`config.mk`:
```
export PLATFORM = sky130hd
export DESIGN_NAME = bit_destuffer
export DESIGN_NICKNAME = d
export VERILOG_FILES = /design/src/rtl/can_pkg.sv /design/src/rtl/bit_destuffer.sv
export SDC_FILE = /design/constraint.sdc
export NUM_CORES = 1
export LEC_CHECK = 0
export ABC_AREA = 1
export CAP_MARGIN = 20
export CORE_MARGIN = 10
export CORE_UTILIZATION = 55
export DETAILED_ROUTE_END_ITERATION = 8
export DONT_BUFFER_PORTS = 1
export HOLD_SLACK_MARGIN = 0.03
export PLACE_DENSITY_LB_ADDON = 0.05
export REMOVE_ABC_BUFFERS = 1
export SYNTH_ARGS = -nofsm -noshare
export SYNTH_HDL_FRONTEND = slang
export SYNTH_SLANG_ARGS = --single-unit
```
`constraint.sdc`:
```
create_clock -name clk -period 1.93 [get_ports clk]
set_clock_uncertainty 0.15 [all_clocks]
set_input_delay 0.579 -clock clk [delete_from_list [all_inputs] [get_ports clk]]
set_output_delay 0.579 -clock clk [all_outputs]
set_load 0.005 [all_outputs]
```
`src/rtl/can_pkg.sv`:
```
// Shared CAN receive-path types and constants.
package can_pkg;

  typedef enum logic [1:0] {
    IDLE    = 2'd0,
    DYNAMIC = 2'd1,
    FIXED   = 2'd2,
    ERROR   = 2'd3
  } state_e;

  localparam int unsigned STUFF_LEN_DEF    = 5;
  localparam int unsigned FIXED_PERIOD_DEF = 4;
  localparam logic        REC_LEVEL        = 1'b1;

endpackage

```
`src/rtl/bit_destuffer.sv`:
```
// Removes CAN/CAN-FD stuff bits on each sample-point strobe, flags stuff errors
// and counts dynamic stuff bits for the FD CRC field.
module bit_destuffer
  import can_pkg::*;
#(
  parameter int unsigned STUFF_LEN    = STUFF_LEN_DEF,
  parameter int unsigned FIXED_PERIOD = FIXED_PERIOD_DEF
) (
  input  logic       clk,
  input  logic       reset,
  input  logic       samplePoint,
  input  logic       canRX,
  input  logic       isStart,
  input  logic       BS_onoff,
  input  logic       fixedMode,
  output logic       bitOut,
  output logic       bitValid,
  output logic       isStuff,
  output logic       isError,
  output logic [2:0] stuffCount
);

  localparam int unsigned RUN_W = $clog2(STUFF_LEN + 1);
  localparam int unsigned FIX_W = $clog2(FIXED_PERIOD + 1);

  state_e           state, state_nxt;
  logic             last_bit, last_nxt;
  logic [RUN_W-1:0] run_len, run_nxt;
  logic [FIX_W-1:0] fix_cnt, fix_nxt;
  logic [2:0]       cnt_nxt;
  logic             out_nxt, valid_nxt, stuff_nxt, err_nxt;
  logic             fixed_stuff_c;

  // A fixed stuff bit is due on entry to the CRC field and after every FIXED_PERIOD data bits.
  assign fixed_stuff_c = (state == DYNAMIC && fixedMode) ||
                         (state == FIXED && fix_cnt == FIX_W'(FIXED_PERIOD));

  always_ff @(posedge clk) begin
    if (reset) begin
      state      <= IDLE;
      last_bit   <= REC_LEVEL;
      run_len    <= '0;
      fix_cnt    <= '0;
      stuffCount <= '0;
      bitOut     <= REC_LEVEL;
      bitValid   <= 1'b0;
      isStuff    <= 1'b0;
      isError    <= 1'b0;
    end else begin
      state      <= state_nxt;
      last_bit   <= last_nxt;
      run_len    <= run_nxt;
      fix_cnt    <= fix_nxt;
      stuffCount <= cnt_nxt;
      bitOut     <= out_nxt;
      bitValid   <= valid_nxt;
      isStuff    <= stuff_nxt;
      isError    <= err_nxt;
    end
  end

  always_comb begin
    state_nxt = state;
    last_nxt  = last_bit;
    run_nxt   = run_len;
    fix_nxt   = fix_cnt;
    cnt_nxt   = stuffCount;
    out_nxt   = bitOut;
    valid_nxt = 1'b0;
    stuff_nxt = 1'b0;
    err_nxt   = isError;
    if (samplePoint) begin
      if (isStart) begin
        state_nxt = DYNAMIC;
        last_nxt  = canRX;
        run_nxt   = RUN_W'(1);
        fix_nxt   = '0;
        cnt_nxt   = '0;
        err_nxt   = 1'b0;
        out_nxt   = canRX;
        valid_nxt = 1'b1;
      end else if (state == ERROR) begin
        err_nxt = 1'b1;
      end else if (!BS_onoff || state == IDLE) begin
        // Outside the stuffed region bits pass through unchecked.
        state_nxt = IDLE;
        out_nxt   = canRX;
        valid_nxt = 1'b1;
      end else if (fixed_stuff_c) begin
        out_nxt  = canRX;
        last_nxt = canRX;
        fix_nxt  = '0;
        if (canRX != last_bit) begin
          state_nxt = FIXED;
          stuff_nxt = 1'b1;
        end else begin
          state_nxt = ERROR;
          err_nxt   = 1'b1;
        end
      end else if (state == FIXED) begin
        out_nxt   = canRX;
        valid_nxt = 1'b1;
        last_nxt  = canRX;
        fix_nxt   = fix_cnt + 1'b1;
      end else if (run_len == RUN_W'(STUFF_LEN)) begin
        if (canRX != last_bit) begin
          out_nxt   = canRX;
          stuff_nxt = 1'b1;
          run_nxt   = RUN_W'(1);
          last_nxt  = canRX;
          cnt_nxt   = stuffCount + 1'b1;
        end else begin
          state_nxt = ERROR;
          err_nxt   = 1'b1;
        end
      end else begin
        out_nxt   = canRX;
        valid_nxt = 1'b1;
        if (canRX == last_bit) begin
          run_nxt = run_len + 1'b1;
        end else begin
          run_nxt  = RUN_W'(1);
          last_nxt = canRX;
        end
      end
    end
  end

endmodule

```
==> summary.txt, run 1 <==
Floorplan
  • Core Area: ~1900 sq um
  • I/O pins: 14
  • Row cnt: 16
  • Die footprint: roughly 4200 sq um
  • Initial Utilization: roughly 58%
  • Die span in y: 65.1 microns
  • Die width: ~65 microns

Power and ir drop
  • Static Leakage: 0.575 nW
  • Reg power frac: 51.4%
  • Net Sw Power: a little over 0.0002 W
  • Combinational Power Share: 17.6%
  • Clock power share: roughly 31%
  • Int Power: 0.000507 W
  • Switching share of power: between 20% and 30%
  • Maximum VDD drop: just under 0.4 mV
  • Cell Pwr Density: 611 nW/um^2

CTS
  • Clk_lat worst skew: 0.28 ns
  • Hold_buf cts: 0
  • CTS-repair resized insts: 0
  • H-tree levels: 1
  • TritonCTS Buffers: 3
  • Sink Count: 16
  • Max Root-Sink Buffers: 2
  • Post-CTS setup buffer count: 0
  • Clock root buffer: clkbuf_4
  • CTS tree: yes
  • Reg clk slew, reported paths: 0.09 ns

Setup path
  • Worst setup SP type: flip-flop
  • CP Data Arrival Time: 1.72 ns
  • CP Capture Type: flip-flop
  • Crit-path cells: inv_1, ha_1, nand2_1, inv_1, nand2_4, nand2_4, a21oi_2, nand2_1, a21oi_1, nor2_1
  • WP depth: 10
  • Max FO, Critical Path: 5
  • CP required: 1.97 ns
  • R2R cell count: 10
  • WP buf/inv: 2
  • Critical path class: flip-flop to flip-flop
  • CP max stage delay: 0.36 ns
  • Slowest CP cell: dfxtp_1
  • Top delay family on crit path: simple AND/OR/NAND/NOR gates

Timing
  • Worst-Margin Slew: slightly below 0.4 ns
  • Final Cycle Share: 87.3%
  • Slew Viols, Final: 0
  • Setup TNS: 0 ns
  • RSZ-0062 raised after global routing: false
  • Peak Freq: 593 MHz
  • Tmin final: 1.68 ns
  • Hold Fails Final Rpt: 0
  • Max_slew headroom: between 70% and 80%
  • Final setup violation count: 0

Cells and area
  • Final instance area: between 1000 and 1500 sq um
  • Layout Nets: 185
  • Layout cells sized above 1: 16.3%
  • Commonest non-fill, non-tap cell in the layout: nand2_1
  • # diodes: 0
  • Synth-to-Final Area Change: 4.26%
  • Most frequent cells in the layout: nand2_1, inv_1, dfxtp_1, nand3_1, nor2_1

Routing
  • # DRC: 0
  • M1 WL: between 1000 and 1500 microns
  • Wire length on met2: 1180 microns
  • DR WL/cell: 12.4 microns
  • 1st-iter DRT viols: 48
  • Post-DRT Antenna Nets: 0
  • Top Layer Used: met4
  • 1st-pass router iterations: 4
  • Routed length on met3: 151 microns
  • Vias per inst: about 5.4
  • Final wirelength: 2460 microns
  • Vias: around 1.1k

Hold path
  • Hold path cells: 1
  • Hold WC Path Type: primary input to flip-flop

Yosys
  • Syn Inst Count: 170
  • Sequential area share after synthesis: 28.7%
  • Mean Syn Cell Area: 6.57 sq um
  • Total number of yosys warnings: 0
  • Flip-flop and latch count after synthesis: 16
  • Unique masters post-synth: 28
  • Cell area after synthesis: 1120 sq um

Global route
  • First-pass GRT wire length: about 4200 microns
  • Pin count of the biggest net entering global routing: 18
  • GRT overflow: 0
  • Antenna violations before repair: 0
  • Total Routing Usage GR: 12.1%
  • Vias in the first global route: 980

Placed design
  • Port buffer count: 0
  • HPWL after DPL: 1980 microns
  • Gpl congestion: 0.909
  • Placed Area: between 1000 and 1500 sq um

Outcome
  • Outcome: finished clean

Flow run
  • Max_cap viols: 0
-- area by class of cell --
type	instances	area (sq um)
clock buffers	4	36.3
well taps	27	33.8
inverters	24	92.6
multi-input cells	127	674
flip-flops and latches	16	320
fillers	210	777
repair buffers	1	7.51
-- Yosys cell counts --
cell type  instances  area share, %
inv_1             20            6.7
xnor2_1            1           0.78
nor2_2             2            1.1
nand2_4            3            3.0
nand3_2            1           0.90
dfxtp_1           16             29
buf_6              2            2.0
buf_4              1           0.67
o21ai_2            1           0.78
o21ai_1            3            1.3
nand3_1           15            6.7
nor2_4             2            2.0
inv_2              3            1.0
nor3_1             2           0.90
nand2_2            7            3.9
a21oi_1            9            4.0
nor4_1             1           0.56
nand2_1           47             16
a21oi_2            2            1.6
o21ai_0            3            1.3
inv_4              1           0.56
nand4_1            5            2.8
ha_1               5            5.6
o21bai_1           1           0.67
or2_2              1           0.56
nor2b_1            1           0.56
o21a_1             1           0.67
nor2_1            14            4.7
-- power groups by stage --
stage               clock network (W)  logic, W  registers (W)
floorplan                           0  0.000101       0.000370
global placement                    0  0.000123       0.000374
detailed placement                  0  0.000126       0.000375
CTS                          0.000226  0.000126       0.000367
global route                 0.000236  0.000146       0.000371
finish                       0.000220  0.000126       0.000366
-- logic make-up after synthesis --
kind of cell | share of synthesized area (%)
fa+ha+maj | 5.60
simple gates | 43.6
flops | 28.7
buf+inv | 11.0
xor+xnor | 0.784
compound gates | 10.4
-- flip-flops by register name, summed over array words and instances (netlist names) --
name and cells:
state 2, isError 1, bitValid 1, fix_cnt 3, isStuff 1, run_len 3, last_bit 1, stuffCount 3
bitOut 1
-- stage by stage --
| stage | hold WS, ns | instances | utilization, % | worst slack (ns) | power, W |
|---|---|---|---|---|---|
| after floorplan | 0.301 | 167 | - | 0.407 | 0.000471 |
| after global placement | 0.328 | 195 | 58.1 | 0.225 | 0.000497 |
| after detailed placement | 0.343 | 195 | 58.1 | 0.203 | 0.000500 |
| after CTS | 0.189 | 199 | 60.0 | 0.255 | 0.000719 |
| after global routing | 0.186 | 199 | 60.0 | 0.0986 | 0.000752 |
| final | 0.193 | 199 | 60.0 | 0.245 | 0.000712 |
-- final timing paths --
kind	startpoint	endpoint	slack, ns
hold reg to reg	bitOut$_SDFFE_PP1P_	bitOut$_SDFFE_PP1P_	0.35
hold / removal	reset	run_len[2]$_SDFFE_PP0P_	0.19
setup / recovery	fix_cnt[0]$_SDFFE_PP0P_	stuffCount[0]$_SDFFE_PP0P_	0.25
setup reg to reg	fix_cnt[0]$_SDFFE_PP0P_	stuffCount[0]$_SDFFE_PP0P_	0.25
-- worst reg2reg max path, stage by stage, from the launching register on --
cell,delay [ns]
dfxtp_1,0.36
inv_1,0.07
ha_1,0.19
nand2_1,0.08
inv_1,0.07
nand2_4,0.08
nand2_4,0.07
a21oi_2,0.22
nand2_1,0.12
a21oi_1,0.13
nor2_1,0.05
-- per-layer routing --
| metal | up-vias | global-route usage (%) |
|---|---|---|
| met5 | - | 0 |
| met4 | 0 | 5.35 |
| met3 | 5 | 3.26 |
| met2 | 31 | 20.4 |
| met1 | 497 | 13.9 |
| li1 | 545 | - |
(Power assumes the default switching activity.)
==> inputs of run 2 (changes only) <==
ABC_AREA = unset   (was 1)
PLACE_DENSITY = 0.7   (was unset)
PLACE_DENSITY_LB_ADDON = unset   (was 0.05)
==> run 2 against run 1 <==
Net effect:
- count of clock-buffer cells in the layout stayed put
- fmax is 8.8% lower
- critical path depth is 4 lower
- synthesized area is 10% lower
- cell count is 26% lower
- flip-flop and latch count stayed put
- highest routed layer unchanged
- combinational power is 32% lower
- core utilization is 1.6 points higher
- worst setup slack worse by 0.16 ns
- via count is 14% lower
==> summary.txt, run 2 <==
Routing
  • 1st-pass router iterations: 4
  • Final wirelength: 2440 microns
  • # DRC: 0
  • 1st-iter DRT viols: 34
  • DR WL/cell: around 16 microns
  • Post-DRT Antenna Nets: 0
  • Vias: 932
  • Vias per inst: ~6.3

Flow run
  • Max_cap viols: 0

Yosys
  • Ys flop type: dfxtp_1
  • Cell area after synthesis: 1000 sq um
  • Mean Syn Cell Area: 8.21 sq um
  • Commonest cells in the netlist: dfxtp_1, nand2_1, o21ai_0
  • Syn Inst Count: 122
  • Number of enable flip-flop cells after synthesis: 0
  • Unique masters post-synth: 40
  • Largest cells by area after synthesis: dfxtp_1, ha_1, o21ai_0
  • Flip-flop and latch count after synthesis: 16
  • Sequential area share after synthesis: 32.0%
  • Biggest area consumer among synthesized cells: dfxtp_1
  • Total number of yosys warnings: 0
  • Most frequent cell after synthesis: dfxtp_1
  • Top cell type's share of synthesized area: 32.0%
  • Post-synth ARST share: 0%

Timing
  • Setup TNS: 0 ns
  • RSZ-0062 raised after global routing: false
  • Slew Viols, Final: 0
  • Worst-Margin Slew: approximately 0.54 ns
  • Final Cycle Share: 95.7%
  • Hold Fails Final Rpt: 0
  • Peak Freq: roughly 540 MHz
  • Tmin final: roughly 1.8 ns
  • Setup ws final: 0.0827 ns
  • Max_slew headroom: between 60% and 70%
  • Final setup violation count: 0

CTS
  • Post-CTS setup buffer count: 0
  • Clock root buffer: clkbuf_4
  • Max Root-Sink Buffers: 2
  • H-tree levels: 1
  • CTS tree: yes
  • Hold_buf cts: 0
  • Sink Count: 16
  • CTS-repair resized insts: 0
  • TritonCTS Buffers: 3
  • Clk_lat worst skew: 0.29 ns
  • Reg clk slew, reported paths: 0.10 ns

Power and ir drop
  • Reg power frac: 52.6%
  • Net Sw Power: 0.000169 W
  • Clock power share: 34.3%
  • Switching share of power: 25.7%
  • Int Power: 0.000489 W
  • Maximum VDD drop: 0.484 mV
  • Cell Pwr Density: 619 nW/um^2
  • Design Power: 0.000658 W
  • Static Leakage: 0.400 nW
  • Combinational Power Share: 13.0%

Setup path
  • Reg-to-reg startpoint: fix_cnt[0]$_SDFFE_PP0P_
  • FF-to-FF End: stuffCount[2]$_SDFFE_PP0P_
  • R2R cell count: 6
  • Critical path class: flip-flop to flip-flop
  • Worst setup SP type: flip-flop
  • CP Capture Type: flip-flop
  • CP Data Arrival Time: 1.93 ns
  • CP required: 2.01 ns
  • Max FO, Critical Path: 5
  • R2R Setup Slk: between 0.08 and 0.09 ns

Outcome
  • Outcome: finished clean

Placed design
  • Post-place setup slack: 0.0804 ns
  • Gpl congestion: 0.849
  • Port buffer count: 0
  • Placed Area: 1030 sq um
  • HPWL after DPL: 1820 microns

Cells and area
  • Register area: 320 sq um
  • Number of fill cells: 164
  • # diodes: 0
  • Multi-input logic area: just over 600 sq um
  • Layout cells sized above 1: 12.2%
  • Top flop regs: fix_cnt (3), run_len (3), stuffCount (3)
  • Layout Nets: 136
  • Synth-to-Final Area Change: 6.12%
  • Most frequent cells in the layout: dfxtp_1, nand2_1, o21ai_0, nor2_1, a21oi_1
  • Final instance area: 1060 sq um
  • Commonest non-fill, non-tap cell in the layout: dfxtp_1

Hold path
  • Hold worst-path end: run_len[1]$_SDFFE_PP0P_
  • Hold path cells: 1
  • Hold Startpoint: reset
  • Hold WC Path Type: primary input to flip-flop

Floorplan
  • I/O pins: 14
  • Core Area: between 1500 and 2000 sq um
  • Die footprint: 3930 sq um
  • Initial Utilization: 58.0%
  • Die span in y: ~63 microns
  • Die width: ~63 microns
  • Row cnt: 15

Global route
  • First-pass GRT wire length: 4300 microns
  • Total Routing Usage GR: 13.0%
  • Vias in the first global route: 953
  • GRT overflow: 0
  • Antenna violations before repair: 0
  • Pin count of the biggest net entering global routing: 17
[run 2: kinds of logic (layout without fill, tap and decap cells)]
logic type / count (synthesis) / after routing / synth area share, %
AO/OA/AOI/OAI: 37 / 37 / 25.5
flip-flops: 16 / 16 / 32.0
XOR/XNOR: 3 / 3 / 2.62
buffers and inverters: 14 / 15 / 6.62
multiplexers: 2 / 2 / 2.00
AND/OR/NAND/NOR: 45 / 45 / 25.1
adder cells (fa/ha/maj): 5 / 5 / 6.24
[run 2: per-stage QoR]
| step | util [%] | std cells | hold WS (ns) |
|---|---|---|---|
| 2_1_floorplan | - | 114 | 0.299 |
| 3_3_place_gp | 59.5 | 144 | 0.328 |
| 3_5_place_dp | 59.5 | 144 | 0.337 |
| 4_1_cts | 61.6 | 148 | 0.178 |
| 5_1_grt | 61.6 | 148 | 0.178 |
| 6_report | 61.6 | 148 | 0.190 |
[run 2: layout make-up]
class | count | share of cell area [%]
repair buffers | 5 | 3.53
well taps | 25 | 2.94
clock buffers | 4 | 3.41
multi-input cells | 92 | 57.9
flip-flops and latches | 16 | 30.1
inverters | 6 | 2.12
[run 2: power groups by stage]
stage / clock network [W] / logic, W / registers (W)
CTS: 0.000235 / 0.0000847 / 0.000347
global placement: 0 / 0.0000827 / 0.000354
global route: 0.000240 / 0.0000963 / 0.000348
floorplan: 0 / 0.0000599 / 0.000353
finish: 0.000226 / 0.0000859 / 0.000347
detailed placement: 0 / 0.0000842 / 0.000354
[run 2: worst max path at each step]
stage | from | endpoint | slack (ns) | depth (start not counted)
4_1_cts | fix_cnt[0]$_SDFFE_PP0P_ | stuffCount[2]$_SDFFE_PP0P_ | 0.06 | 6
5_1_grt | fix_cnt[0]$_SDFFE_PP0P_ | stuffCount[2]$_SDFFE_PP0P_ | 0.01 | 6
3_3_place_gp | fixedMode | stuffCount[2]$_SDFFE_PP0P_ | 0.11 | 4
2_1_floorplan | canRX | stuffCount[2]$_SDFFE_PP0P_ | 0.14 | 4
6_report | fix_cnt[0]$_SDFFE_PP0P_ | stuffCount[2]$_SDFFE_PP0P_ | 0.08 | 6
3_5_place_dp | fixedMode | stuffCount[2]$_SDFFE_PP0P_ | 0.08 | 4
[run 2: layer usage]
layer,vias up,part of all wire (%),track usage (%)
li1,454,-,-
met1,443,42,14.1
met2,29,47,21.4
met3,6,8.8,4.66
met4,0,2.0,6.98
met5,-,0,0
[run 2: worst max-delay path, stage by stage (launching register included)]
cell,delay (ns)
dfxtp_1,0.34
inv_1,0.07
ha_1,0.20
and4b_4,0.20
o41a_1,0.45
nor3b_2,0.19
mux2i_1,0.18
==> inputs of run 3 (changes only) <==
ABC_AREA = 1   (was unset)
CORE_ASPECT_RATIO = 0.5   (was unset)
CORE_UTILIZATION = 25   (was 55)
PLACE_DENSITY = unset   (was 0.7)
==> run 3 against run 2 <==
Net effect:
- power increased by 13%
- critical path depth increased by 3
- sequential share of layout area shrank 3.8 points
- global-route usage fell by 6.4 points
- flip-flop and latch count did not move
- first-iteration DRC count is 5.9% lower
- non-clock buffer count is 3 lower
- fmax up 12%
- core utilization is 34 points lower
==> summary.txt, run 3 (synthesized netlist as in run 1, its figures left out) <==
Floorplan
  • Die width: 115 microns
  • I/O pins: 14
  • Initial Utilization: 25.6%
  • Core Area: 4360 sq um
  • Row cnt: 17
  • Die footprint: 7710 sq um
  • Die span in y: 67.3 microns

Timing
  • Slew Viols, Final: 0
  • RSZ-0062 raised after global routing: false
  • Setup TNS: 0 ns
  • Worst hold slack: 0.238 ns
  • Tmin final: roughly 1.6 ns
  • Peak Freq: roughly 610 MHz
  • Worst-Margin Slew: about 0.42 ns
  • Hold Fails Final Rpt: 0
  • Final setup violation count: 0
  • Max_slew headroom: 72.1%
  • Final Cycle Share: 85.2%

Global route
  • GRT overflow: 0
  • First-pass GRT wire length: 4260 microns
  • Total Routing Usage GR: 6.60%
  • Vias in the first global route: 920
  • Antenna violations before repair: 0
  • Pin count of the biggest net entering global routing: 11

Routing
  • 1st-pass router iterations: 4
  • Vias per inst: roughly 4.4
  • # DRC: 0
  • DR WL/cell: 10.8 microns
  • 1st-iter DRT viols: 32
  • Routed length on met3: 85 microns
  • M1 WL: 1130 microns
  • Wire length on met2: 1250 microns
  • Final wirelength: 2470 microns
  • Top Layer Used: met3
  • Post-DRT Antenna Nets: 0
  • Vias: 1,017

Setup path
  • CP Capture Type: flip-flop
  • Critical path class: flip-flop to flip-flop
  • Worst setup SP type: flip-flop
  • Max FO, Critical Path: 6
  • CP Data Arrival Time: about 1.6 ns
  • CP required: ~1.9 ns

Cells and area
  • Layout cells sized above 1: 16.3%
  • Synth-to-Final Area Change: 8.73%
  • Number of fill cells: 479
  • # diodes: 0
  • Final Non-Filler Cells: approximately 230
  • Layout Nets: roughly 190
  • Top flop regs: fix_cnt (3), run_len (3), stuffCount (3)
  • Most frequent cells in the layout: nand2_1, inv_1, dfxtp_1, nand3_1, nor2_1
  • Commonest non-fill, non-tap cell in the layout: nand2_1

CTS
  • H-tree levels: 1
  • CTS-repair resized insts: 0
  • Clock root buffer: clkbuf_8
  • Post-CTS setup buffer count: 0
  • Reg clk slew, reported paths: 0.06 ns
  • Sink Count: 16
  • Max Root-Sink Buffers: 2
  • TritonCTS Buffers: 3
  • Hold_buf cts: 0
  • CTS tree: yes
  • Clk_lat worst skew: 0.25 ns

Power and ir drop
  • Maximum VDD drop: ~0.19 mV
  • Static Leakage: 0.580 nW
  • Cell Pwr Density: 614 nW/um^2
  • Design Power: approximately 0.00075 W

Hold path
  • Hold WC Path Type: primary input to flip-flop

Placed design
  • HPWL after DPL: 2000 microns
  • Gpl congestion: 0.844
  • Port buffer count: 0
  • DP Cell Count: 226

Outcome
  • Outcome: finished clean

Flow run
  • Max_cap viols: 0
## run 3: power by group
group	internal [W]	switching, W	leakage, nW
Combinational	0.0000461	0.0000797	0.428
Sequential	0.000348	0.0000195	0.131
Clock	0.000138	0.000115	0.0216
## run 3: path summary, 6_finish.rpt
check / startpoint / end / slack (ns) / depth (start not counted)
worst max-delay path: fix_cnt[0]$_SDFFE_PP0P_ / fix_cnt[0]$_SDFFE_PP0P_ / 0.29 / 9
worst min-delay path: reset / run_len[2]$_SDFFE_PP0P_ / 0.24 / 1
worst max register to register: fix_cnt[0]$_SDFFE_PP0P_ / fix_cnt[0]$_SDFFE_PP0P_ / 0.29 / 9
worst min register to register: run_len[2]$_SDFFE_PP0P_ / run_len[2]$_SDFFE_PP0P_ / 0.35 / 2
## run 3: final cells by class
type / count / area, sq um / area share (%)
multi-input combinational: 127 / 674 / 55.5
sequential: 16 / 320 / 26.4
inverter: 24 / 92.6 / 7.62
tap: 57 / 71.3 / 5.87
clock buffer: 3 / 41.3 / 3.40
timing repair buffer: 2 / 15.0 / 1.24
## run 3: routing by layer
| layer | vias to the layer above | GRT usage, % |
|---|---|---|
| li1 | 544 | - |
| met1 | 462 | 7.67 |
| met2 | 11 | 11.9 |
| met3 | 0 | 2.03 |
| met4 | 0 | 1.40 |
| met5 | - | 0 |
## run 3: critical path: stages, from the launching register on
cell     delay, ns
dfxtp_1       0.36
inv_1         0.06
ha_1          0.19
nand2_1       0.08
inv_1         0.06
nand2_4       0.08
nand4_1       0.16
nand2_2       0.16
nor2_1        0.05
o21a_1        0.18
## run 3: per-stage QoR
| step | instance area [sq um] | setup WS (ns) | utilization, % |
|---|---|---|---|
| finish | 1210 | 0.285 | 27.9 |
| global route | 1210 | 0.112 | 27.9 |
| CTS | 1210 | 0.264 | 27.9 |
| detailed placement | 1170 | 0.231 | 26.9 |
| global placement | 1170 | 0.244 | 26.9 |
| floorplan | 1090 | 0.407 | - |
==> variant 1: new RTL, config.mk and constraints of run 3 <==
Put one more register stage on the output `isError`, with the module's reset. The value now appears one clock later. The other outputs are not delayed to match.
--- a/src/rtl/bit_destuffer.sv
+++ b/src/rtl/bit_destuffer.sv
@@ -23,6 +23,8 @@
   localparam int unsigned RUN_W = $clog2(STUFF_LEN + 1);
   localparam int unsigned FIX_W = $clog2(FIXED_PERIOD + 1);
 
+  logic isError_s0;
+
   state_e           state, state_nxt;
   logic             last_bit, last_nxt;
   logic [RUN_W-1:0] run_len, run_nxt;
@@ -45,7 +47,7 @@
       bitOut     <= REC_LEVEL;
       bitValid   <= 1'b0;
       isStuff    <= 1'b0;
-      isError    <= 1'b0;
+      isError_s0 <= 1'b0;
     end else begin
       state      <= state_nxt;
       last_bit   <= last_nxt;
@@ -55,7 +57,7 @@
       bitOut     <= out_nxt;
       bitValid   <= valid_nxt;
       isStuff    <= stuff_nxt;
-      isError    <= err_nxt;
+      isError_s0 <= err_nxt;
     end
   end
 
@@ -68,7 +70,7 @@
     out_nxt   = bitOut;
     valid_nxt = 1'b0;
     stuff_nxt = 1'b0;
-    err_nxt   = isError;
+    err_nxt   = isError_s0;
     if (samplePoint) begin
       if (isStart) begin
         state_nxt = DYNAMIC;
@@ -126,5 +128,13 @@
     end
   end
 
+  always_ff @(posedge clk) begin
+    if (reset) begin
+      isError <= '0;
+    end else begin
+      isError <= isError_s0;
+    end
+  end
+
 endmodule
 
Formal check against the unedited RTL: not equivalent (a bounded check fails within 4 cycles, from zero or initial values and one cycle with reset high).
==> variant 1 against run 3 <==
Worst hold slack got worse by 0.0013 ns; design area decreased by 3.5%; wire length decreased by 4.1%; combinational power decreased by 21%; setup slack got worse by 0.019 ns; non-clock buffer count decreased by 2; synthesized area decreased by 4.3%; sequential cell count increased by 1; via count decreased by 3.5%; power decreased by 0.32%; global-route usage decreased by 0.079 points; critical endpoint is now last_bit; largest cell class unchanged.
==> variant 1: results (changes against run 3) <==
* Outcome: completed
* Commonest register cell after synthesis: dfxtp_1
* Ranking of synthesized cells by area: dfxtp_1 32%, nand2_1 14%, nand3_1 9.4%
* Post_cts resized at 0 (unchanged)
* Seq/Total Area, Yosys at 0.318 (+0.0315)
* Max Root-Sink Buffers at 2 (unchanged)
* Crit-path max FO at 3 (-3)
* ANT nets after route at 0 (unchanged)
* GPL Wtd Cong at 0.844 (about the same)
* Share of cells above drive strength 1 at 0.127 (-0.0355)
* Worst-Margin Slew at 0.291 ns (-0.126 ns)
* Vias per Instance at 4.48 (+0.86%)
* First-pass GRT wire length at 4110 um (-3.7%)
* Fin. Hold Viols at 0 (unchanged)
* Max VDD drop at 0.187 mV (-1.6%)
* Port bufs at 0 (unchanged)
* GR Util All Layers at 0.0653 (-0.000793)
* Compound-Gate Fraction of Synth Area at 0.0889 (-0.0153)
* Syn. warnings at 0 (unchanged)
* Adder-cell share of the synthesized area at 0.0585 (+0.00249)
* XOR/XNOR share of the synthesized area at 0.0164 (+0.00854)
* Setup Buffers After CTS at 0 (unchanged)
* Initial antenna violation count at 0 (unchanged)
* Pre-antenna DRT Iters at 4 (unchanged)
* Post-synthesis mux area share at 0 (unchanged)
* CTS buffer count at 3 (unchanged)
* Final cell count without fillers at 219 (-4.4%)
* Most common cell in the synthesized netlist: nand2_1
* Worst EP arrival at 1.64 ns (about the same)
* Vias in the first global route at 908 (-1.3%)
* Post-synth top cells: 40 x nand2_1, 21 x inv_1, 20 x nand3_1
* Largest net degree at the start of global routing at 11 (unchanged)
* Largest regs: fix_cnt: 3 flops, run_len: 3 flops, stuffCount: 3 flops
* Post-synthesis cell type count at 22 (-21%)
* Clk Latency, worst-skew pair at 0.25 ns (about the same)
* Final WL at 2370 um (-4.1%)
* DR iter-0 viols at 61 (+91%)
* CTS root buf: clkbuf_8
* Reg2Reg Setup Slack at 0.27 ns (-0.02 ns)
* Clk slew on worst S/H paths at 0.07 ns
* LEAKAGE at 0.540 nW (-6.8%)
* DP HPWL at 1850 um (-7.2%)
* Ant diodes at 0 (unchanged)
* Layout Nets at 178 (-4.3%)
* Post-synth ARST share at 0 (unchanged)
* Hold WC Path Type: in -> reg
* Mean Syn Cell Area at 6.56 um^2 (-0.14%)
==> variant 1: changes by cell type in the layout (fill, tap and decap cells not counted), moves of 2 or more <==
cell	run 3	this run
nand2_4	3	0
nand3_1	15	20
nor2_1	14	18
buf_4	2	0
a21oi_2	2	0
nand2_1	47	40
o21ai_1	3	1
==> variant 1: critical path, cell delays in order, from the launching register on <==
cell and delay (ns):
dfxtp_1 0.34, inv_1 0.07, ha_1 0.19, nand2_1 0.09
inv_1 0.05, nand2_2 0.09, nand2_2 0.08, nor2_2 0.15
nand2_2 0.09, nand2_2 0.09, nand2_1 0.05, nand2_1 0.05
nand3_1 0.06
==> variant 1: cells by family (layout without fill, tap and decap cells) <==
family	after synthesis	after routing
adders and majority gates	5	5
xor gates and xnor gates	2	2
and+or+nand+nor	97	97
DFF	17	17
buffers and inverters	26	28
AOI/OAI and AO/OA	16	16
==> variant 1: path summary, 6_finish.rpt <==
kind	startpoint	to	cells past startpoint
min reg2reg	isError_s0	isError	2
max	fix_cnt[0]	last_bit	12
max reg2reg	fix_cnt[0]	last_bit	12
min	reset	run_len[0]	1
==> variant 1: metrics by stage <==
step                      hold WS (ns)  total power [mW]  area [um^2]  setup WS, ns   util
after floorplan                  0.278             0.468         1060         0.396      -
after global placement           0.303             0.487         1130         0.246  0.281
after detailed placement         0.314             0.488         1130         0.245  0.281
after CTS                        0.230             0.754         1170         0.267  0.293
after global routing             0.231             0.786         1170         0.111  0.293
final                            0.236             0.744         1170         0.266  0.293
==> variant 1: where the power goes <==
part           switching (mW)  internal [mW]
clock network           0.121          0.143
registers              0.0137          0.366
logic                  0.0650         0.0351
total                   0.200          0.544
==> variant 1: cell type report <==
cell class | count | area (um^2)
clock buffers | 3 | 41.3
clock inverters | 1 | 5.00
flip-flops and latches | 17 | 340
inverters | 24 | 90.1
fillers | 471 | 2830
well taps | 54 | 67.6
multi-input cells | 120 | 628
==> variant 1: metal layers <==
| layer | GRT usage | vias to the layer above | share of wire |
|---|---|---|---|
| met2 | 0.121 | 12 | 0.49 |
| li1 | - | 520 | - |
| met3 | 0.0163 | 2 | 0.039 |
| met1 | 0.0719 | 447 | 0.46 |
| met5 | 0 | - | 0 |
| met4 | 0.0236 | 0 | 0.014 |
==> variant 2: new RTL, config.mk and constraints of run 3 <==
Without the edit above. `STUFF_LEN_DEF`: 5 -> 10.
--- a/src/rtl/can_pkg.sv
+++ b/src/rtl/can_pkg.sv
@@ -8,7 +8,7 @@
     ERROR   = 2'd3
   } state_e;
 
-  localparam int unsigned STUFF_LEN_DEF    = 5;
+  localparam int unsigned STUFF_LEN_DEF    = 10;
   localparam int unsigned FIXED_PERIOD_DEF = 4;
   localparam logic        REC_LEVEL        = 1'b1;
 
Function: changed (a bounded check fails within 10 cycles, from zero or initial values and one cycle with reset high).
==> variant 2 against run 3 <==
Global-route usage fell by 0.25 points; synthesized area shrank 4.7%; highest routed layer is now met4; clock power is 8.3% higher; setup slack got worse by 0.079 ns; critical path type unchanged; count of clock-buffer cells in the layout is the same; wire length is 0.57% lower; design area decreased by 2.8%; sequential power is 4% higher; power rose by 3.0%; largest power group unchanged; sequential cell count grew 1; non-clock buffer count unchanged.
==> variant 2: results (changes against run 3) <==
* WL/cell at 10.8 um (-0.13%)
* Pre-antenna DRT Iters at 4 (unchanged)
* First-pass GRT wire length at 3940 um (-7.6%)
* # hold bufs at CTS at 0 (unchanged)
* Clk Latency, worst-skew pair at 0.26 ns
* Layout Nets at 187 (+0.54%)
* Slew HR at 0.757 (+0.0355)
* Syn. warnings at 0 (unchanged)
* Largest net degree at the start of global routing at 11 (unchanged)
* Max VDD drop at 0.162 mV (-15%)
* Dpl cells at 224 (-0.88%)
* Share of cells above drive strength 1 at 0.0747 (-0.0881)
* # H-tree levels at 1 (unchanged)
* Final cell count without fillers at 228 (-0.44%)
* Max Root-Sink Buffers at 2 (unchanged)
* Clk slew on worst S/H paths at 0.07 ns
* Post-synth ARST share at 0 (unchanged)
* Vias at 1,014 (-0.29%)
* Initial antenna violation count at 0 (unchanged)
* Commonest register cell after synthesis: dfxtp_1
* Post-synthesis cell type count at 22 (-21%)
* Crit-path max FO at 5 (-1)
* Vias in the first global route at 887 (-3.6%)
* Layout fillers at 453 (-5.4%)
* CTS root buf: clkbuf_8
* Port bufs at 0 (unchanged)
* Post-synth top cells: 55 x nand2_1, 22 x nor2_1, 20 x inv_1
* GPL Wtd Cong at 0.866 (+2.7%)
* DR iter-0 viols at 80 (+150%)
* LEAKAGE at 0.555 nW (-4.3%)
* Largest regs: run_len: 4 flops, fix_cnt: 3 flops, stuffCount: 3 flops
* Ranking of synthesized cells by area: dfxtp_1 32%, nand2_1 19%, nand3_1 8.5%
* GR Util All Layers at 0.0636 (-0.00247)
* Ant diodes at 0 (unchanged)
* Mean Syn Cell Area at 6.26 um^2 (-4.7%)
* CTS buffer count at 3 (unchanged)
* Post-DP Area at 1130 um^2 (-3.8%)
* Seq/Total Area, Yosys at 0.320 (+0.0329)
* Worst EP arrival at 1.71 ns (+0.07 ns)
* Hold WC Path Type: in -> reg
* Outcome: completed
* DP HPWL at 1880 um (-5.7%)
-- variant 2: changes by cell type after synthesis, moves of 2 or more --
cell	change
nand2_1	+8
nor2_1	+8
nand2_2	-5
nand2_4	-3
nand3_1	+3
nand3b_1	+3
a21oi_2	-2
inv_2	-2
nand4_1	-2
nor2_2	-2
nor2_4	-2
nor3_1	-2
-- variant 2: metal layers --
metal / track usage / wire [um] / up-vias / part of all wire
li1: - / - / 551 / -
met5: 0 / 0 / - / 0
met2: 0.118 / 1220 / 11 / 0.50
met1: 0.0685 / 1140 / 448 / 0.47
met4: 0.0267 / 31 / 0 / 0.013
met3: 0.0163 / 56 / 4 / 0.023
-- variant 2: power breakdown --
part	total [mW]	switching [mW]	internal, mW
clock	0.274	0.130	0.144
combinational	0.113	0.0723	0.0403
sequential	0.383	0.0159	0.367
-- variant 2: timing repair --
| item | 4_1_cts | 5_1_grt |
|---|---|---|
| setup buffers | 0 | 0 |
| resized for setup | 0 | 2 |
| endpoints found under the setup margin | 0 | 3 |
| hold endpoints to repair | 0 | 0 |
-- variant 2: through the flow --
step / setup WS, ns / utilization / power, mW / hold WS, ns
finish: 0.207 / 0.295 / 0.769 / 0.228
global route: 0.0457 / 0.295 / 0.817 / 0.219
CTS: 0.160 / 0.293 / 0.780 / 0.226
detailed placement: 0.144 / 0.282 / 0.503 / 0.336
global placement: 0.142 / 0.282 / 0.501 / 0.321
floorplan: 0.368 / - / 0.474 / 0.300
-- variant 2: area by class of cell --
| cell class | instances | area [um^2] | area share |
|---|---|---|---|
| clock inverter | 1 | 5.00 | 0.00424 |
| sequential | 17 | 340 | 0.288 |
| inverter | 21 | 78.8 | 0.0667 |
| clock buffer | 3 | 41.3 | 0.0350 |
| tap | 54 | 67.6 | 0.0572 |
| timing repair buffer | 2 | 15.0 | 0.0127 |
| multi-input combinational | 130 | 633 | 0.536 |
-- variant 2: worst max-delay path: stages, from the launching register on --
cell,delay (ns)
dfxtp_1,0.35
inv_1,0.06
ha_1,0.19
nand2_1,0.06
inv_1,0.03
nand2_1,0.10
nand2_2,0.10
nor2_1,0.18
nand2_1,0.12
nand2_1,0.11
nand2_1,0.06
nand2_1,0.05
nand3_1,0.05
-- variant 2: final timing paths --
kind	slack, ns	from	depth (start not counted)	end
worst max-delay path	0.21	fix_cnt[0]	12	last_bit
worst max register to register	0.21	fix_cnt[0]	12	last_bit
worst min register to register	0.34	bitOut	2	bitOut
worst min-delay path	0.23	reset	1	stuffCount[2]
-- variant 2: cells by family after synthesis --
family          count (synthesis)  synth area share
buf+inv                        23            0.0917
flops                          17             0.320
fa+ha+maj                       5            0.0588
compound gates                 18            0.0917
xor+xnor                        2            0.0165
simple gates                  105             0.422
